File: config.mk
export PLATFORM = sky130hd
export DESIGN_NAME = mem_arbiter
export DESIGN_NICKNAME = d
export VERILOG_FILES = /design/src/rtl/mem_arbiter.sv
export SDC_FILE = /design/constraint.sdc
export NUM_CORES = 1
export LEC_CHECK = 0
export ABC_CLOCK_PERIOD_IN_PS = 2300
export BUFFER_PORTS_ARGS = -buffer_cell sky130_fd_sc_hd__buf_2
export CAP_MARGIN = 20
export CORE_MARGIN = 8
export CORE_UTILIZATION = 46
export DETAILED_ROUTE_END_ITERATION = 16
export PLACE_DENSITY = 0.8
export REMOVE_ABC_BUFFERS = 1
export SYNTH_ARGS = -nofsm -noshare
export SYNTH_HDL_FRONTEND = slang
export SYNTH_SLANG_ARGS = --single-unit
File: constraint.sdc
create_clock -name clk -period 2.3 [get_ports clk]
set_input_delay 0.575 -clock clk [delete_from_list [all_inputs] [get_ports clk]]
set_output_delay 0.575 -clock clk [all_outputs]
set_load 0.02 [all_outputs]
File: src/rtl/mem_arbiter.sv
// Two-master round-robin arbiter in front of a single memory port.
// One transaction in flight at a time, with a bounded wait that aborts and flags bus_error.
module mem_arbiter #(
   parameter int unsigned TIMEOUT = 16
) (
   input  logic        clk,
   input  logic        reset,
   input  logic        inst_mem_is_ready,
   input  logic [31:0] inst_mem_addr,
   output logic        inst_mem_is_valid,
   output logic [31:0] inst_mem_read_data,
   input  logic        data_mem_is_ready,
   input  logic [31:0] data_mem_addr,
   input  logic        data_mem_write,
   input  logic [31:0] data_mem_write_data,
   input  logic [3:0]  data_mem_byte_en,
   output logic        data_mem_is_valid,
   output logic [31:0] data_mem_read_data,
   output logic        mem_req,
   output logic [31:0] mem_addr,
   output logic        mem_write,
   output logic [31:0] mem_write_data,
   output logic [3:0]  mem_byte_en,
   input  logic        mem_ack,
   input  logic [31:0] mem_read_data,
   output logic        bus_error
);

   localparam int unsigned AW  = 32;
   localparam int unsigned DW  = 32;
   localparam int unsigned BEW = 4;
   localparam int unsigned CW  = 8;
   localparam logic [CW-1:0] CNT_LAST = CW'(TIMEOUT - 1);
   localparam logic GRANT_INST = 1'b0;
   localparam logic GRANT_DATA = 1'b1;

   typedef enum logic {IDLE = 1'b0, BUSY = 1'b1} state_t;

   state_t        state;
   state_t        state_next;
   logic          owner;
   logic          last_grant;
   logic [CW-1:0] wait_cnt;

   logic inst_elig;
   logic data_elig;
   logic grant_data;
   logic do_grant;
   logic do_done;
   logic do_abort;

   // A requester whose completion pulse is high this cycle still shows its old is_ready.
   assign inst_elig  = inst_mem_is_ready & ~inst_mem_is_valid;
   assign data_elig  = data_mem_is_ready & ~data_mem_is_valid;
   assign grant_data = data_elig & (~inst_elig | (last_grant == GRANT_INST));

   always_ff @(posedge clk or negedge reset) begin
      if (!reset) state <= IDLE;
      else        state <= state_next;
   end

   always_comb begin
      state_next = state;
      case (state)
         IDLE:    if (inst_elig || data_elig) state_next = BUSY;
         BUSY:    if (mem_ack || (wait_cnt == CNT_LAST)) state_next = IDLE;
         default: state_next = IDLE;
      endcase
   end

   // Ack has priority over the timeout in the same cycle.
   always_comb begin
      do_grant = 1'b0;
      do_done  = 1'b0;
      do_abort = 1'b0;
      case (state)
         IDLE: do_grant = inst_elig | data_elig;
         BUSY: begin
            do_done  = mem_ack;
            do_abort = ~mem_ack & (wait_cnt == CNT_LAST);
         end
         default: ;
      endcase
   end

   always_ff @(posedge clk or negedge reset) begin
      if (!reset) begin
         owner              <= GRANT_INST;
         last_grant         <= GRANT_DATA;
         wait_cnt           <= '0;
         mem_req            <= 1'b0;
         mem_addr           <= '0;
         mem_write          <= 1'b0;
         mem_write_data     <= '0;
         mem_byte_en        <= '0;
         inst_mem_is_valid  <= 1'b0;
         inst_mem_read_data <= '0;
         data_mem_is_valid  <= 1'b0;
         data_mem_read_data <= '0;
         bus_error          <= 1'b0;
      end else begin
         inst_mem_is_valid <= 1'b0;
         data_mem_is_valid <= 1'b0;
         if (do_grant) begin
            owner      <= grant_data;
            last_grant <= grant_data;
            wait_cnt   <= '0;
            mem_req    <= 1'b1;
            if (grant_data) begin
               mem_addr       <= data_mem_addr;
               mem_write      <= data_mem_write;
               mem_write_data <= data_mem_write_data;
               mem_byte_en    <= data_mem_byte_en;
            end else begin
               mem_addr       <= AW'(inst_mem_addr);
               mem_write      <= 1'b0;
               mem_write_data <= '0;
               mem_byte_en    <= {BEW{1'b1}};
            end
         end
         if (do_done || do_abort) begin
            mem_req <= 1'b0;
            if (owner == GRANT_DATA) begin
               data_mem_is_valid  <= 1'b1;
               data_mem_read_data <= do_done ? mem_read_data : DW'(0);
            end else begin
               inst_mem_is_valid  <= 1'b1;
               inst_mem_read_data <= do_done ? mem_read_data : DW'(0);
            end
            if (do_abort) bus_error <= 1'b1;
         end else if (state == BUSY) begin
            wait_cnt <= wait_cnt + CW'(1);
         end
      end
   end

endmodule

==> results of run 1 <==
kinds of logic (layout without fill, tap and decap cells):
kind of cell | count (synthesis) | in the layout | share of synthesized area
fa+ha+maj | 1 | 1 | 0.00221
flops | 148 | 148 | 0.654
compound gates | 183 | 183 | 0.235
buf+inv | 41 | 323 | 0.0318
simple gates | 98 | 98 | 0.0775
routing by layer:
layer / vias to the layer above / track usage / routed length [um]
met1: 2360 / 0.253 / 7140
li1: 2256 / - / -
met2: 272 / 0.341 / 8050
met3: 24 / 0.0832 / 1730
met5: - / 0 / 0
met4: 0 / 0.0756 / 293
placed cells by master, fill, tap and decap left out, drive strengths merged, types with 2 or more instances in the layout:
master / instances
a21oi: 67
a22o: 97
buf: 287
clkbuf: 18
clkinv: 2
clkinvlp: 3
dfrtp: 147
inv: 12
nand2: 42
nand2b: 4
nand3: 7
nand4: 2
nor2: 34
nor2b: 3
o211ai: 3
o21ai: 5
o22a: 4
o31ai: 3
sequential cells by signal (all words and copies together), names as in the netlist:
signal              flops
bus_error               1
data_mem_is_valid       1
data_mem_read_data     32
inst_mem_is_valid       1
inst_mem_read_data     32
last_grant              1
mem_addr               32
mem_byte_en             4
mem_req                 1
mem_write               1
mem_write_data         32
owner                   1
state                   1
wait_cnt                8
critical path: stages (launching register included):
cell and delay, ns:
dfrtp_1 0.42, or4_4 0.59, o21bai_4 0.22, nand3_4 0.33, a22o_1 0.36
layout make-up:
type	instances	area share
Sequential cell	148	0.475
Timing Repair Buffer	287	0.195
Inverter	4	0.00193
Clock buffer	18	0.0563
Multi-Input combinational cell	282	0.230
Clock inverter	14	0.0178
Tap cell	147	0.0236
worst paths after layout:
kind	start	endpoint	slack, ns	cells past startpoint
max in group asynchronous	reset	inst_mem_read_data[19]$_DFFE_PN0P_	1.54	2
min in group clk	data_mem_byte_en[0]	mem_byte_en[0]$_DFFE_PN0P_	0.38	2
worst min register to register	last_grant$_DFFE_PN1P_	last_grant$_DFFE_PN1P_	0.46	2
worst max register to register	wait_cnt[6]$_DFF_PN0_	data_mem_read_data[18]$_DFFE_PN0P_	0.26	4
worst min-delay path	reset	inst_mem_read_data[16]$_DFFE_PN0P_	0.1	1
worst max-delay path	wait_cnt[6]$_DFF_PN0_	data_mem_read_data[18]$_DFFE_PN0P_	0.26	4
through the flow:
stage | setup TNS [ns] | util | setup WS (ns) | total power [mW] | hold slack, ns
2_1_floorplan | -31.42 | - | -0.817 | 7.55 | 0.279
3_3_place_gp | 0 | 0.600 | 0.330 | 9.49 | 0.448
3_5_place_dp | 0 | 0.600 | 0.290 | 9.67 | 0.460
4_1_cts | 0 | 0.648 | 0.280 | 12.4 | 0.102
5_1_grt | 0 | 0.649 | 0.180 | 13.0 | 0.122
6_report | 0 | 0.649 | 0.265 | 12.3 | 0.0985
where the power goes:
part | switching (mW) | internal [mW]
clock | 1.14 | 1.55
combinational | 3.22 | 1.92
sequential | 0.685 | 3.78
total | 5.05 | 7.25
==> results.tsv, run 1 <==
metric	value	unit
cts-stage hold buffer count	0	
Inst Count DP	867	
achievable frequency	491	MHz
final antenna-violating net count	0	
clk_skew	0.00955	ns
H-tree depth	4	
die height	127	um
Pre-antenna DRT Iters	4	
total gr overflow	0	
unrepaired setup endpoints after global routing	false	
io pins	275	
layout cells sized above 1	0.436	
synth top area cells	dfrtp_1 (65%), a22o_1 (15%), a21oi_1 (5.9%)	
WS Path Type	reg2reg	
Starting Density	0.472	
final setup fails	0	
# port buffers	274	
Hold Path Class	in2async	
row count	40	
# fillers	939	
crit end category	flop	
pin count of the biggest net entering global routing	53	
wire per inst	19.1	um
crit path time final	2.04	ns
Mapped Cells	471	
Seq cells post-synth	148	
multi-input logic area	1790	um2
Bufs on Longest Clock Path	2	
Ys Warns	0	
via count	4912	
Total GRT Usage	0.212	
Final Cell Area	7790	um2
Crit path required time	2.60	ns
core box area	12000	um2
Cell Area, Synth	5670	um2
synth cell count leaders	dfrtp_1 (147), a22o_1 (97), a21oi_1 (67)	
Synth cell types	32	
Net count, final	879	
Post-synth ARST share	1.00	
initial antenna violation count	0	
worst-margin pin slew	0.619	ns
clock latency on the worst-skew pair	0.41	ns
first-pass GRT wire length	27100	um
Non-Filler Instances	900	
IR drop worst, VDD	0.910	mV
CP Launch Type	flop	
Cell Area, Placed	7200	um2
Critical Path Fanout Max	33	
Synth top area share	0.649	
number of max-slew violations in the final report	0	
result of the run	complete, no violations	
Final Hold Viols	0	
CTS root buffer	clkbuf_16	
Avg Vias per Cell	5.46	
CTS Sinks	148	
n_diodes	0	
DP HPWL	12700	um
number of synthesized flops with an enable pin	0	
remaining routing DRC violations	0	
Num CTS Buffers	17	
final worst-path cycle share	0.885	
most common cell in the netlist	dfrtp_1	
vias in the first global route	5186	
setup bufs post-CTS	0	
largest area contributor in the netlist	dfrtp_1	
Reg area	3700	um2
CTS tree	built	
Arr. time, crit path	2.33	ns
Die Area	16100	um2
# resized after CTS	0	
synthesis-to-layout area growth	37.5	%
GP Congestion	0.843	
MaxCap Viol Count	0	
PwrDens	1580	nW/um2
sequential fraction of the synthesis area	0.654	
Total Wirelength	17200	um
Slew HR	0.583	
clock-pin slew on the worst setup and hold paths	0.07	ns
Leak	4.06	nW
DRT iter0 DRCs	289	
die width	127	um
Post-Syn Area per Cell	12.0	um2
Primary FF master, synth	dfrtp_1	
Note: power is estimated with default switching activity, not from simulation.
==> run 2, diff against run 1 <==
PLACE_DENSITY = default   (was 0.8)
PLACE_DENSITY_LB_ADDON = 0.12   (was default)
==> results.tsv, run 2 (synthesized netlist as in run 1, its figures left out) <==
metric	value	unit
n_diodes	0	
CTS tree	built	
worst setup margin	0.254	ns
remaining routing DRC violations	0	
Arr. time, crit path	2.33	ns
unrepaired setup endpoints after global routing	false	
wire per inst	18.4	um
CTS root buffer	clkbuf_16	
Final Hold Viols	0	
final antenna-violating net count	0	
# fillers	967	
setup bufs post-CTS	0	
CTS Sinks	148	
Core Util, Final	0.649	
MaxCap Viol Count	0	
layout cells sized above 1	0.433	
clock-pin slew on the worst setup and hold paths	0.06	ns
result of the run	complete, no violations	
Leak	4.08	nW
H-tree depth	4	
Non-Filler Instances	902	
RR Startpoint	wait_cnt[6]$_DFF_PN0_	
initial antenna violation count	0	
routed wl met3	1410	um
Net count, final	881	
pre-CTS setup slack	0.252	ns
first-pass GRT wire length	26900	um
Die Area	16100	um2
Hold Path Class	in2async	
achievable frequency	489	MHz
most frequent cells in the layout	buf_2 (273), dfrtp_1 (147), a22o_1 (97)	
Bufs on Longest Clock Path	2	
pin count of the biggest net entering global routing	60	
Tot Pwr	12.2	mW
Slew HR	0.580	
GP Congestion	0.856	
synthesis-to-layout area growth	37.5	%
multi-input logic area	1790	um2
Critical Path Fanout Max	33	
crit path time final	2.05	ns
# resized after CTS	0	
via count	4752	
Total GRT Usage	0.207	
Reg area	3700	um2
Total Wirelength	16600	um
Pre-antenna DRT Iters	4	
Largest stage delay, worst path	0.58	ns
vias in the first global route	5160	
core box area	12000	um2
final worst-path cycle share	0.890	
die width	127	um
PwrDens	1570	nW/um2
final setup fails	0	
DR WL met2	7890	um
most common cell after layout, fill and taps aside	buf_2	
CP Launch Type	flop	
DP HPWL	12500	um
R2R Setup Slk	0.25	ns
# port buffers	274	
Inst Count DP	870	
WS Path Type	reg2reg	
RR Endpoint	data_mem_read_data[17]$_DFFE_PN0P_	
uppermost routed layer	met4	
Num CTS Buffers	17	
clk_skew	0.00887	ns
clock latency on the worst-skew pair	0.41	ns
hold_ws	0.133	ns
DRT iter0 DRCs	313	
Starting Density	0.472	
die height	127	um
IR drop worst, VDD	0.811	mV
CP max stage cell	or4_4	
cts-stage hold buffer count	0	
total gr overflow	0	
worst-margin pin slew	0.624	ns
WL met1	7090	um
crit end category	flop	
Crit path required time	2.59	ns
number of max-slew violations in the final report	0	
Avg Vias per Cell	5.27	
R2R cell count	4	
crit path cell chain	or4_4 > o21bai_4 > nand3_4 > a22o_1	
row count	40	
io pins	275	
run 2: worst max-delay path, delay by kind of cell, from the launching register on:
kind,cells,cell delay [ns]
flip-flops,1,0.42
AO/OA/AOI/OAI,2,0.57
AND/OR/NAND/NOR,2,0.92
run 2: worst max-delay path by stage:
stage	startpoint	slack, ns	depth (start not counted)	end
3_5_place_dp	wait_cnt[6]$_DFF_PN0_	0.25	4	data_mem_read_data[26]$_DFFE_PN0P_
6_report	wait_cnt[6]$_DFF_PN0_	0.25	4	data_mem_read_data[17]$_DFFE_PN0P_
4_1_cts	wait_cnt[6]$_DFF_PN0_	0.25	4	data_mem_read_data[9]$_DFFE_PN0P_
2_1_floorplan	data_mem_is_ready	-0.82	4	mem_write$_DFFE_PN0P_
5_1_grt	wait_cnt[6]$_DFF_PN0_	0.15	4	data_mem_read_data[17]$_DFFE_PN0P_
3_3_place_gp	wait_cnt[6]$_DFF_PN0_	0.29	4	data_mem_read_data[21]$_DFFE_PN0P_
run 2: metrics by stage:
step / TNS [ns] / area, um2
after detailed placement: 0 / 7220
after CTS: 0 / 7790
after global placement: 0 / 7220
final: 0 / 7790
after global routing: 0 / 7790
after floorplan: -31.42 / 5500
run 2: where the power goes:
| group | switching (mW) | internal, mW | total (mW) |
|---|---|---|---|
| clock | 1.00 | 1.64 | 2.64 |
| sequential | 0.713 | 3.79 | 4.50 |
| combinational | 3.16 | 1.91 | 5.07 |
| total | 4.87 | 7.34 | 12.2 |
run 2: area by class of cell:
cell class	instances	area share
Timing Repair Buffer	289	0.196
Clock inverter	10	0.0136
Multi-Input combinational cell	282	0.230
Inverter	4	0.00193
Clock buffer	22	0.0596
Tap cell	147	0.0236
Sequential cell	148	0.475
run 2: layer usage:
metal | vias to the layer above | track usage
met1 | 2265 | 0.254
met2 | 213 | 0.334
met4 | 0 | 0.0602
met5 | - | 0
met3 | 17 | 0.0778
li1 | 2257 | -
